## src/rtl/seq_pkg.sv

```systemverilog
// Shared definitions for the serial sequence blocks (feeder and detectors).
package seq_pkg;

  typedef enum logic [0:0] {
    ST_IDLE  = 1'b0,
    ST_SHIFT = 1'b1
  } seq_state_e;

  // Bits needed to hold a bit index 0..width-1; never narrower than one bit.
  function automatic int unsigned cnt_width(input int unsigned width);
    return (width < 2) ? 1 : $clog2(width);
  endfunction

endpackage

```

## src/rtl/seq_bit_counter.sv

```systemverilog
// Loadable down-counter with a zero flag; holds at zero instead of wrapping.
module seq_bit_counter #(
  parameter int unsigned CntW = 3
) (
  input  logic            clk,
  input  logic            rst_n,
  input  logic            load_i,
  input  logic [CntW-1:0] load_val_i,
  input  logic            dec_i,
  output logic [CntW-1:0] cnt_o,
  output logic            zero_o
);

  logic [CntW-1:0] cnt_q, cnt_d;

  // Next count: load wins over decrement; decrement stops at zero.
  always_comb begin
    cnt_d = cnt_q;
    if (load_i) begin
      cnt_d = load_val_i;
    end else if (dec_i && (cnt_q != '0)) begin
      cnt_d = cnt_q - CntW'(1);
    end
  end

  // Count register, cleared by async reset.
  always_ff @(posedge clk or negedge rst_n) begin
    if (!rst_n) begin
      cnt_q <= '0;
    end else begin
      cnt_q <= cnt_d;
    end
  end

  assign cnt_o  = cnt_q;
  assign zero_o = (cnt_q == '0);

endmodule

```

## src/rtl/seq_piso_feeder.sv

```systemverilog
// Parallel-in/serial-out feeder: takes a word on valid/ready and streams it
// one bit per clock on x, reloading gaplessly on the final bit.
module seq_piso_feeder
  import seq_pkg::*;
#(
  parameter int unsigned WIDTH     = 8,
  parameter bit          MSB_FIRST = 1'b1,
  parameter bit          IDLE_BIT  = 1'b0
) (
  input  logic             clk,
  input  logic             rst_n,
  input  logic [WIDTH-1:0] din,
  input  logic             din_valid,
  output logic             din_ready,
  output logic             x,
  output logic             x_valid,
  output logic             last,
  output logic             busy
);

  localparam int unsigned     CntW    = cnt_width(WIDTH);
  localparam logic [CntW-1:0] LastIdx = CntW'(WIDTH - 1);

  seq_state_e       state_q, state_d;
  logic [WIDTH-1:0] sreg_q, sreg_d;
  logic             x_q, x_d;
  logic             xv_q, xv_d;
  logic             last_q, last_d;
  logic             accept;
  logic             cnt_load, cnt_dec, cnt_zero;
  logic [CntW-1:0]  cnt;

  // Bit sitting at the output end of a word for the chosen shift direction.
  function automatic logic out_bit(input logic [WIDTH-1:0] w);
    return MSB_FIRST ? w[WIDTH-1] : w[0];
  endfunction

  // Ready depends only on reset and registers, so no path from din_valid.
  assign din_ready = rst_n && ((state_q == ST_IDLE) || last_q);
  assign accept    = din_valid && din_ready;

  seq_bit_counter #(
    .CntW (CntW)
  ) u_bit_counter (
    .clk        (clk),
    .rst_n      (rst_n),
    .load_i     (cnt_load),
    .load_val_i (LastIdx),
    .dec_i      (cnt_dec),
    .cnt_o      (cnt),
    .zero_o     (cnt_zero)
  );

  // Next-state: accept (from IDLE or on the final bit), shift, or drop to IDLE.
  always_comb begin
    state_d  = state_q;
    sreg_d   = sreg_q;
    x_d      = x_q;
    xv_d     = xv_q;
    last_d   = last_q;
    cnt_load = 1'b0;
    cnt_dec  = 1'b0;
    if (accept) begin
      // First bit goes out on the accepting edge.
      state_d  = ST_SHIFT;
      sreg_d   = din;
      cnt_load = 1'b1;
      x_d      = out_bit(din);
      xv_d     = 1'b1;
      last_d   = 1'b0;
    end else if (state_q == ST_SHIFT) begin
      if (cnt_zero) begin
        state_d = ST_IDLE;
        x_d     = IDLE_BIT;
        xv_d    = 1'b0;
        last_d  = 1'b0;
      end else begin
        sreg_d  = MSB_FIRST ? (sreg_q << 1) : (sreg_q >> 1);
        cnt_dec = 1'b1;
        x_d     = out_bit(sreg_d);
        xv_d    = 1'b1;
        last_d  = (cnt == CntW'(1));
      end
    end
  end

  // State and output registers; reset discards any word in flight.
  always_ff @(posedge clk or negedge rst_n) begin
    if (!rst_n) begin
      state_q <= ST_IDLE;
      sreg_q  <= '0;
      x_q     <= IDLE_BIT;
      xv_q    <= 1'b0;
      last_q  <= 1'b0;
    end else begin
      state_q <= state_d;
      sreg_q  <= sreg_d;
      x_q     <= x_d;
      xv_q    <= xv_d;
      last_q  <= last_d;
    end
  end

  assign x       = x_q;
  assign x_valid = xv_q;
  assign last    = last_q;
  assign busy    = xv_q;

endmodule

```

## config.mk

```make
export PLATFORM = sky130hd
export DESIGN_NAME = seq_piso_feeder
export DESIGN_NICKNAME = d
export VERILOG_FILES = /design/src/rtl/seq_pkg.sv /design/src/rtl/seq_bit_counter.sv /design/src/rtl/seq_piso_feeder.sv
export SDC_FILE = /design/constraint.sdc
export NUM_CORES = 1
export LEC_CHECK = 0
export BUFFER_PORTS_ARGS = -buffer_cell sky130_fd_sc_hd__buf_2
export CORE_MARGIN = 4
export CORE_UTILIZATION = 40
export DETAILED_ROUTE_END_ITERATION = 6
export GPL_ROUTABILITY_DRIVEN = 0
export PLACE_DENSITY = 0.65
export SETUP_SLACK_MARGIN = 0.2
export SLEW_MARGIN = 0
export SYNTH_ARGS = -nofsm -noshare
export SYNTH_HDL_FRONTEND = slang
export SYNTH_SLANG_ARGS = --single-unit
```

## constraint.sdc

```tcl
create_clock -name clk -period 2.85 [get_ports clk]
set_input_delay 0.57 -clock clk [delete_from_list [all_inputs] [get_ports clk]]
set_output_delay 0.57 -clock clk [all_outputs]
set_load 0.01 [all_outputs]
```

---- After elaboration in Yosys (flattened, before gate mapping) ----
Cells that the tools add are included.
word-level totals
  register bits ........................... 14
  input port bits ......................... 11
  output and inout port bits .............. 5
  word-level logic and storage cells ...... 37
cells by class
  add/subtract/negate cells ............... 1
  equal/unequal tests ..................... 2
  mux-type cells .......................... 18
  bitwise logic cells ..................... 1
  reduce and logical (&&, ||, !) cells .... 9
operators by type and width
  kind                                                 number
  2-to-1 mux 7 bit                                     3
  2-to-1 mux 1 bit                                     13
  2-to-1 mux 3 bit                                     2
  nonzero test 2 bit                                   2
  equality test 3 x 1 -> 1 bit, second input constant  1
  logical AND 1 bit                                    3
  logical NOT 3 bit                                    1
  nonzero test 3 bit                                   1
  subtractor 3 x 1 -> 3 bit, second input constant     1
  != test 2 bit, second input constant                 1
  AND reduction 2 bit                                  1
  logical OR 1 bit                                     1
  NOT 1 bit                                            1

---- Logic depth before layout (Yosys ltp) ----
Gate-level depths: netlist of the first run.
  depth after elaboration ................. 8
  mapped depth ............................ 6

---- Modules after synthesis ----
A second synthesis of the first run with hierarchy kept.
unflattened totals
  cells, all modules ...................... 63
  area total of the unflattened synthesis .. 767.0 µm²
by module, submodules not included
  module           times used  cells an instance  area an instance (µm²)  sequential area each (µm²)
  seq_piso_feeder  1           44                 559.3                   275.3
  seq_bit_counter  1           19                 207.7                   75.1

---- Least setup slack after synthesis of the first run ----
Ideal clock, no wire load.
  path type ............................... register to output
  start point ............................. register state_q
  end point ............................... output din_ready
  data arrival time ....................... 0.880 ns
  slack ................................... 1.400 ns
  cell stages (with the launch flop) ...... 4
  path through ............................ dfrtp_1 > nor2b_1 > buf_6 > nor2b_1
between the ends
  word-level cells in the longest chain between the ends .. 3
RTL lines
  item                    line                   RTL
  start, declared         seq_piso_feeder.sv:24  seq_state_e state_q, state_d;
  start signal, assigned  seq_piso_feeder.sv:96  state_q <= state_d;
  NOT 1 bit               seq_piso_feeder.sv:39  assign din_ready = rst_n && ((state_q == ST_IDLE) || last_q);
  logical OR 1 bit        seq_piso_feeder.sv:39
  logical AND 1 bit       seq_piso_feeder.sv:39
  end, declared           seq_piso_feeder.sv:14  output logic din_ready,
Every way passes these cells.

---- Final worst setup path of the first run ----
Same ends and word-level chain as after synthesis.

==> results of run 1 <==
## kinds of logic (layout without fill, tap and decap cells)
group	count (synthesis)	after routing
buffers and inverters	10	23
AND/OR/NAND/NOR	28	28
flip-flops	14	14
adder cells (fa/ha/maj)	3	3
AO/OA/AOI/OAI	23	23
## stage by stage
step / hold slack [ps] / util (%) / worst slack, ps / power, mW
floorplan: 274 / - / 1400 / 0.688
global placement: 498 / 47.0 / 1030 / 0.762
detailed placement: 495 / 47.0 / 1010 / 0.776
CTS: 188 / 48.2 / 795 / 0.887
global route: 201 / 48.2 / 664 / 0.963
finish: 179 / 48.2 / 797 / 0.879
## cell usage in the layout, fill, tap and decap left out, types with 2 or more instances in the layout
cell,instances
a31oi_2,4
inv_1,4
ha_1,3
clkbuf_4,3
nand3_1,9
a21oi_1,2
nor2b_1,4
nand2_1,4
dfrtp_1,14
a31oi_1,4
nor3_1,7
o21ai_0,9
buf_2,15
## layout make-up
| class | instances | area, um^2 | area share, % |
|---|---|---|---|
| flip-flops and latches | 14 | 350 | 41.2 |
| multi-input cells | 54 | 349 | 41.0 |
| repair buffers | 16 | 82.6 | 9.71 |
| well taps | 25 | 31.3 | 3.68 |
| clock buffers | 3 | 22.5 | 2.65 |
| inverters | 4 | 15.0 | 1.76 |
## layer usage
layer / global-route usage [%] / vias up
li1: - / 307
met1: 16.8 / 297
met2: 21.8 / 15
met3: 5.25 / 0
met4: 3.93 / 0
met5: 0 / -
## power breakdown
group,leakage [nW],switching [mW],internal [mW]
Sequential,0.170,0.0734,0.290
Combinational,0.198,0.227,0.180
Clock,0.0138,0.0592,0.0490
Total,0.382,0.360,0.519
## state kept, by name, indices dropped and copies added, names as in the netlist
name                 count
busy                     1
last                     1
sreg_q                   7
state_q                  1
u_bit_counter.cnt_o      3
x                        1
## worst max path at each step
stage | cells after the start | to | slack, ps | start
6_report | 4 | din_ready | 800 | state_q$_DFF_PN0_
5_1_grt | 4 | din_ready | 660 | state_q$_DFF_PN0_
3_5_place_dp | 4 | sreg_q[0]$_DFFE_PN0P_ | 1010 | rst_n
3_3_place_gp | 3 | din_ready | 1030 | rst_n
2_1_floorplan | 3 | din_ready | 1400 | state_q$_DFF_PN0_
4_1_cts | 4 | din_ready | 800 | state_q$_DFF_PN0_
==> key figures, run 1 <==
Synthesis
  • Compound-Gate Fraction of Synth Area: 21.2%
  • Post-synthesis simple-gate area fraction: 20.0%
  • Number of flops mapped to enable cells by yosys: 0
  • Synth warn: 0
  • Post-Syn Area: 756 um^2
  • Synth Register Bits: 14
  • Prevailing post-synth register cell: dfrtp_1
  • Cell variety after synth: 22
  • Count leader, synth: dfrtp_1
  • Area leader, netlist: dfrtp_1
  • Net Count, Synth: 92
  • Combinational family with the most area after synthesis: compound AO/OA/AOI/OAI gates
  • Cells after synthesis: 78
  • Top cells by count, synth: 14 x dfrtp_1, 9 x nand3_1, 9 x o21ai_0
  • Asr flop ratio synth: 100%
  • Post-Synth XOR/XNOR Area: 0%
  • Post-Synth Adder-Cell Area: 4.97%
  • Proportion of synthesized area in mux cells: 0%
  • Area fraction of the dominant cell type after synthesis: 46.4%
  • Sequential fraction of the synthesis area: 46.4%
  • Average size of a mapped cell: 9.69 um^2
  • Top cells by area, synth: dfrtp_1 46%, a31oi_2 6.6%, nand3_1 6.0%, o21ai_0 6.0%, ha_1 5.0%

Placed design
  • Dpl cells: 113
  • IO buf count: 15
  • DP HPWL: 1.05 mm
  • DP Area: 828 um^2

Setup path
  • Worst setup SP type: flop
  • Crit path arrival time: 1480 ps
  • Critical path cell sequence: nor2b_1, buf_4, nor2b_1, buf_2
  • Critical setup path kind: reg -> out
  • R2R setup slack: 1180 ps
  • Slowest CP cell: dfrtp_1
  • Worst r2r dst: sreg_q[1]$_DFFE_PN0P_
  • Crit path max-delay family: flip-flops
  • Crit Path Max Fanout: 15
  • Critical Path Max Stage Delay: 550 ps
  • CP required: 2280 ps
  • Most Frequent Cell on Critical Path: nor2b_1
  • CP Capture Type: output port
  • FF-to-FF path depth: 5
  • Worst r2r src: u_bit_counter.cnt_o[0]$_DFFE_PN0P_
  • CP bufs+invs: 2

Global routing
  • Largest net degree at the start of global routing: 17
  • Vias in the first global route: 618
  • First-pass GRT wire length: 2.67 mm
  • Total congestion overflow: 0
  • Initial antenna violation count: 0
  • GRT Total Usage: 13.6%

Power
  • Pwr/cell area: 1030 mW/mm^2
  • Maximum vdd drop: 0.000398 V
  • Leak pwr: 0.382 nW

Final layout
  • Antenna cells: 0
  • Fillers: 199
  • Share of layout cells above drive strength 1: 27.5%
  • Nets: 107
  • Layout overhead on the synthesized area: 12.6%
  • Non-Filler Instances: 116
  • Post-route cell area: 851 um^2

Timing
  • Post-route clock skew: 6.31 ps
  • Final setup fails: 0
  • Actual slew at the worst max-slew pin: 554 ps
  • Endpoints failing hold: 0
  • Final min period: 2050 ps
  • Setup_tns: 0 ps
  • Max Slew Vio Count: 0
  • Top achievable clock speed: 0.487 GHz
  • Final worst path period share: 72.0%
  • RSZ-0062 raised after global routing: false
  • Slew HR: 63.0%

Routing
  • Via count: 619
  • Post-DR vias/cell: 5.34
  • Met2 WL post-DR: 697 um
  • DRT met1 WL: 776 um
  • Pre-antenna DRT Iters: 4
  • Wirelength per Cell: 13.4 um
  • Routed wl met3: 80 um
  • DR top layer: met3
  • Remaining DRCs: 0
  • ANT nets after route: 0
  • Post-Route WL: 1.55 mm
  • Initial DRC Count: 13

Floorplan
  • Die Span Y: 51.5 um
  • Core area: 0.00176 mm^2
  • Die ar.: 0.00265 mm^2
  • IO Pins: 16
  • Die X: 51.5 um
  • Row count: 15
  • Initial Util: 42.8%

Clock tree
  • Worst-path clk slew: 80 ps
  • Worst skew pair latency: 280 ps
  • CTS tree: built
  • Post-CTS sizing: 0
  • Root buf cell: clkbuf_4
  • Clock Path Buffers: 2
  • Htree depth: 1
  • CTS sink cnt: 14
  • Num CTS Buffers: 3
  • Setup bufs post-CTS: 0
  • CTS hold repair buffers: 0

Min path
  • Min-delay worst type: in -> async

Run
  • Maxcap violations: 0

Run status
  • Outcome: completed
Power figures use the tool's default switching activity.
==> run 2: changes to the inputs <==
PLACE_DENSITY = 0.67   (was 0.65)
clock period = 1.7 ns   (was 2.85 ns; I/O delays follow)
==> key figures, run 2 (synthesis results as in run 1) <==
Global routing
  • Initial antenna violation count: 0 (unchanged)
  • Largest net degree at the start of global routing: 15 (was 17)
  • Total congestion overflow: 0 (unchanged)
  • GRT Total Usage: 14.9% (was 13.6%)
  • First-pass GRT wire length: 2.89 mm (was 2.67 mm)
  • Vias in the first global route: 660 (was 618)

Final layout
  • Max reg flops: 7 (unchanged)
  • Commonest non-fill, non-tap cell in the layout: buf_2 (unchanged)
  • Largest Register: sreg_q (unchanged)
  • Share of layout cells above drive strength 1: 31.3% (was 27.5%)
  • Non-Filler Instances: 121 (was 116)
  • Antenna cells: 0 (unchanged)
  • Most frequent cells in the layout: 15 x buf_2, 14 x dfrtp_1, 9 x nand3_1, 7 x o21ai_0, 7 x nor3_1 (was 15 x buf_2, 14 x dfrtp_1, 9 x nand3_1, 9 x o21ai_0, 7 x nor3_1)
  • Layout overhead on the synthesized area: 18.9% (was 12.6%)
  • Nets: 112 (was 107)

Setup path
  • CP Capture Type: output port (unchanged)
  • Crit path arrival time: 1080 ps (was 1480 ps)
  • Critical path cell sequence: nor2b_1, nor2b_1, buf_2 (was nor2b_1, buf_4, nor2b_1, buf_2)
  • Critical Path Max Stage Delay: 380 ps (was 550 ps)
  • CP required: 1360 ps (was 2280 ps)
  • Critical setup path kind: reg -> out (unchanged)
  • Slowest CP cell: dfrtp_1 (unchanged)
  • Crit path max-delay family: flip-flops (unchanged)
  • Most Frequent Cell on Critical Path: nor2b_1 (unchanged)
  • Crit Path Max Fanout: 2 (was 15)
  • CP bufs+invs: 1 (was 2)
  • Worst setup SP type: flop (unchanged)

Routing
  • Via count: 650 (was 619)
  • Post-Route WL: 1.71 mm (was 1.55 mm)
  • Pre-antenna DRT Iters: 4 (unchanged)
  • ANT nets after route: 0 (unchanged)
  • Post-DR vias/cell: 5.37 (was 5.34)
  • Remaining DRCs: 0 (unchanged)
  • Wirelength per Cell: 14.1 um (was 13.4 um)
  • Initial DRC Count: 7 (was 13)

Timing
  • Final setup fails: 0 (unchanged)
  • Slew HR: 78.0% (was 63.0%)
  • Final min period: 1420 ps
  • RSZ-0062 raised after global routing: true (was false)
  • Endpoints failing hold: 0 (unchanged)
  • Setup_tns: 0 ps (unchanged)
  • Top achievable clock speed: 0.702 GHz
  • Max Slew Vio Count: 0 (unchanged)
  • Post-route clock skew: 1.37 ps (was 6.31 ps)
  • Actual slew at the worst max-slew pin: 329 ps (was 554 ps)
  • Final worst path period share: 83.8%

Clock tree
  • CTS sink cnt: 14 (unchanged)
  • Worst-path clk slew: 80 ps (about the same)
  • Htree depth: 1 (unchanged)
  • Root buf cell: clkbuf_4 (unchanged)
  • Num CTS Buffers: 3 (unchanged)
  • Clock Path Buffers: 2 (unchanged)
  • Worst skew pair latency: 280 ps (about the same)
  • CTS tree: built (unchanged)
  • Setup bufs post-CTS: 0 (unchanged)

Placed design
  • Dpl cells: 116 (was 113)
  • DP HPWL: 1.22 mm (was 1.05 mm)
  • IO buf count: 15 (unchanged)

Power
  • Pwr/cell area: 1700 mW/mm^2 (was 1030 mW/mm^2)
  • Maximum vdd drop: 0.000897 V (was 0.000398 V)
  • Leak pwr: 0.404 nW (was 0.382 nW)

Floorplan
  • Die ar.: 0.00265 mm^2 (unchanged)
  • IO Pins: 16 (unchanged)
  • Core area: 0.00176 mm^2 (unchanged)
  • Row count: 15 (unchanged)
  • Initial Util: 42.8% (unchanged)
  • Die X: 51.5 um (unchanged)
  • Die Span Y: 51.5 um (unchanged)

Min path
  • Min-delay worst type: in -> reg (was in -> async)

Run
  • Maxcap violations: 0 (unchanged)

Run status
  • Outcome: completed (unchanged)
==> run 2: layout make-up <==
| type | instances | area (um^2) |
|---|---|---|
| fill | 179 | 866 |
| multi-input combinational | 54 | 354 |
| sequential | 14 | 350 |
| timing repair buffer | 21 | 125 |
| tap | 25 | 31.3 |
| clock buffer | 3 | 22.5 |
| inverter | 4 | 15.0 |
==> run 2: power by group <==
part	switching, mW	total, mW	internal, mW	leakage, nW
registers	0.0882	0.575	0.486	0.170
logic	0.428	0.767	0.339	0.220
clock network	0.101	0.183	0.0822	0.0138
==> run 2: what timing repair did <==
item                                    in CTS  in global routing
hold buffers                                 2                  0
endpoints found under the setup margin       0                  6
gates resized for setup                      0                  4
hold endpoints to repair                     7                  0
==> run 2: path summary, 6_finish.rpt <==
| path | cells after the start | start | end | slack [ps] |
|---|---|---|---|---|
| worst max register to register | 6 | u_bit_counter.cnt_o[0]$_DFFE_PN0P_ | sreg_q[5]$_DFFE_PN0P_ | 350 |
| max in group asynchronous | 2 | rst_n | x$_DFFE_PN0P_ | 920 |
| worst min register to register | 2 | busy$_DFFE_PN0P_ | busy$_DFFE_PN0P_ | 520 |
| min in group asynchronous | 2 | rst_n | sreg_q[5]$_DFFE_PN0P_ | 540 |
| worst max-delay path | 3 | state_q$_DFF_PN0_ | din_ready | 280 |
| worst min-delay path | 2 | din_valid | last$_DFFE_PN0P_ | 260 |
==> run 2: through the flow <==
step / cell area, um^2 / hold WS [ps] / utilization (%) / total power, mW / worst slack [ps]
after floorplan: 756 / 44.4 / - / 1.15 / 383
after global placement: 851 / 193 / 48.2 / 1.31 / 335
after detailed placement: 851 / 200 / 48.2 / 1.33 / 317
after CTS: 893 / 248 / 50.6 / 1.52 / 250
after global routing: 898 / 253 / 50.9 / 1.68 / 198
final: 898 / 261 / 50.9 / 1.52 / 276
==> run 2: worst reg2reg max path: cells and delay by family, from the launching register on <==
family / cells / cell delay [ps]
flops: 1 / 370
compound gates: 2 / 290
buf+inv: 2 / 240
fa+ha+maj: 1 / 200
simple gates: 1 / 130
==> run 2: per-layer routing <==
layer / GRT usage [%] / routed length, um / up-vias
li1: - / - / 317
met1: 19.1 / 776 / 308
met2: 23.1 / 791 / 18
met3: 5.25 / 102 / 7
met4: 5.24 / 35 / 0
met5: 0 / 0 / -
==> run 3: changes to the inputs <==
clock period = 1.21 ns   (was 1.7 ns; I/O delays follow)
==> key figures, run 3 (synthesis results as in run 1) <==
Clock tree
  • Clock Path Buffers: 2 (unchanged)
  • Worst skew pair latency: 280 ps (about the same)
  • CTS sink cnt: 14 (unchanged)
  • Htree depth: 1 (unchanged)
  • Root buf cell: clkbuf_4 (unchanged)
  • Num CTS Buffers: 3 (unchanged)
  • CTS tree: built (unchanged)
  • Worst-path clk slew: 90 ps (was 80 ps)

Timing
  • Post-route clock skew: 4.77 ps (was 1.37 ps)
  • Final setup fails: 7 (was 0)
  • Endpoints failing hold: 0 (unchanged)
  • Top achievable clock speed: 0.769 GHz
  • Actual slew at the worst max-slew pin: 334 ps (was 329 ps)
  • Hold WS: 129 ps (was 261 ps)
  • Final worst path period share: 108%
  • Final min period: 1300 ps
  • Slew HR: 77.6% (was 78.0%)
  • Max Slew Vio Count: 0 (unchanged)
  • Setup_tns: -286 ps (was 0 ps)
  • Setup ws final: -90.9 ps (was 276 ps)
  • RSZ-0062 raised after global routing: true (unchanged)

Final layout
  • Area of the multi-input gates: 522 um^2 (was 354 um^2)
  • Fillers: 141 (was 179)
  • Most frequent cells in the layout: 15 x buf_2, 14 x dfrtp_1, 9 x buf_4, 8 x o21ai_2 (was 15 x buf_2, 14 x dfrtp_1, 9 x nand3_1, 7 x o21ai_0, 7 x nor3_1)
  • Share of layout cells above drive strength 1: 60.9% (was 31.3%)
  • Non-Filler Instances: 135 (was 121)
  • Layout overhead on the synthesized area: 57.0% (was 18.9%)
  • Max reg flops: 7 (unchanged)
  • Flip-flop and latch area: 350 um^2 (unchanged)
  • Commonest non-fill, non-tap cell in the layout: buf_2 (unchanged)
  • Largest Register: sreg_q (unchanged)
  • Nets: 125 (was 112)
  • Antenna cells: 0 (unchanged)

Min path
  • Min-delay worst type: in -> reg (unchanged)

Run
  • Maxcap violations: 0 (unchanged)

Routing
  • DRT met1 WL: 867 um (was 776 um)
  • ANT nets after route: 0 (unchanged)
  • Initial DRC Count: 10 (was 7)
  • Post-DR vias/cell: 5.29 (was 5.37)
  • Routed wl met3: 118 um (was 102 um)
  • DR top layer: met4 (unchanged)
  • Via count: 714 (was 650)
  • Post-Route WL: 2.05 mm (was 1.71 mm)
  • Met2 WL post-DR: 1.05 mm (was 791 um)
  • Remaining DRCs: 0 (unchanged)
  • Wirelength per Cell: 15.2 um (was 14.1 um)
  • Pre-antenna DRT Iters: 4 (unchanged)

Setup path
  • CP bufs+invs: 1 (unchanged)
  • Worst setup SP type: flop (unchanged)
  • Worst r2r src: u_bit_counter.cnt_o[1]$_DFFE_PN0P_ (was u_bit_counter.cnt_o[0]$_DFFE_PN0P_)
  • Slowest CP cell: dfrtp_1 (unchanged)
  • CP Capture Type: output port (unchanged)
  • Critical setup path kind: reg -> out (unchanged)
  • Critical Path Max Stage Delay: 390 ps (was 380 ps)
  • Crit path max-delay family: flip-flops (unchanged)
  • Worst r2r dst: sreg_q[1]$_DFFE_PN0P_ (was sreg_q[5]$_DFFE_PN0P_)
  • CP required: 970 ps (was 1360 ps)
  • Crit. path cell count: 3 (unchanged)
  • Crit Path Max Fanout: 2 (unchanged)
  • R2R setup slack: -50 ps (was 350 ps)
  • FF-to-FF path depth: 5 (was 6)
  • Crit path arrival time: 1060 ps (was 1080 ps)
  • CP endpoint: din_ready (unchanged)
  • Critical path cell sequence: nor2b_4, nor2b_2, buf_2 (was nor2b_1, nor2b_1, buf_2)
  • Setup crit start: state_q$_DFF_PN0_ (unchanged)

Global routing
  • First-pass GRT wire length: 3.33 mm (was 2.89 mm)
  • Total congestion overflow: 0 (unchanged)
  • Largest net degree at the start of global routing: 14 (was 15)
  • Initial antenna violation count: 0 (unchanged)
  • Vias in the first global route: 671 (was 660)
  • GRT Total Usage: 17.6% (was 14.9%)

Placed design
  • DP HPWL: 1.27 mm (was 1.22 mm)
  • IO buf count: 15 (unchanged)
  • Dpl cells: 121 (was 116)
  • Pre-CTS WS: -39.8 ps (was 317 ps)

Floorplan
  • Core area: 0.00176 mm^2 (unchanged)
  • Die Span Y: 51.5 um (unchanged)
  • IO Pins: 16 (unchanged)
  • Die X: 51.5 um (unchanged)
  • Row count: 15 (unchanged)
  • Die ar.: 0.00265 mm^2 (unchanged)
  • Initial Util: 42.8% (unchanged)

Power
  • Leak pwr: 0.510 nW (was 0.404 nW)
  • Pwr/cell area: 2640 mW/mm^2 (was 1700 mW/mm^2)
  • Maximum vdd drop: 0.00142 V (was 0.000897 V)

Run status
  • Failing checks: negative setup slack
  • Outcome: complete, but fails checks (was completed)
run 3: layer usage:
layer,GRT usage (%),vias up
li1,-,351
met1,22.6,345
met2,27.3,16
met3,6.12,2
met4,5.68,0
met5,0,-
run 3: worst min-delay path by stage:
stage	start	end	slack, ps	depth (start not counted)
6_report	din_valid	last$_DFFE_PN0P_	130	2
5_1_grt	din_valid	last$_DFFE_PN0P_	110	2
4_1_cts	din_valid	last$_DFFE_PN0P_	120	2
3_5_place_dp	rst_n	last$_DFFE_PN0P_	40	1
3_3_place_gp	rst_n	last$_DFFE_PN0P_	40	1
2_1_floorplan	rst_n	busy$_DFFE_PN0P_	-50	0
run 3: through the flow:
| stage | total power [mW] | util [%] | area, um^2 |
|---|---|---|---|
| after global routing | 3.33 | 67.2 | 1190 |
| final | 3.13 | 67.2 | 1190 |
| after global placement | 2.09 | 52.8 | 931 |
| after CTS | 2.90 | 63.5 | 1120 |
| after detailed placement | 2.13 | 52.8 | 931 |
| after floorplan | 1.79 | - | 808 |
run 3: final cells by class:
type	instances	area share, %
timing repair inverter	1	0.633
timing repair buffer	31	18.6
tap	25	2.64
clock buffer	4	3.06
sequential	14	29.5
inverter	4	1.58
multi-input combinational	56	44.0
run 3: repair_timing:
item	4_1_cts	5_1_grt
pin swaps	12	8
endpoints found under the setup margin	19	19
gates cloned	3	0
setup buffers	2	4
hold buffers	1	0
endpoints found under the hold margin	14	0
gates resized for setup	28	11
run 3: where the power goes:
group,switching [mW],internal (mW)
Combinational,0.971,0.982
Clock,0.158,0.183
Sequential,0.151,0.684
Total,1.28,1.85
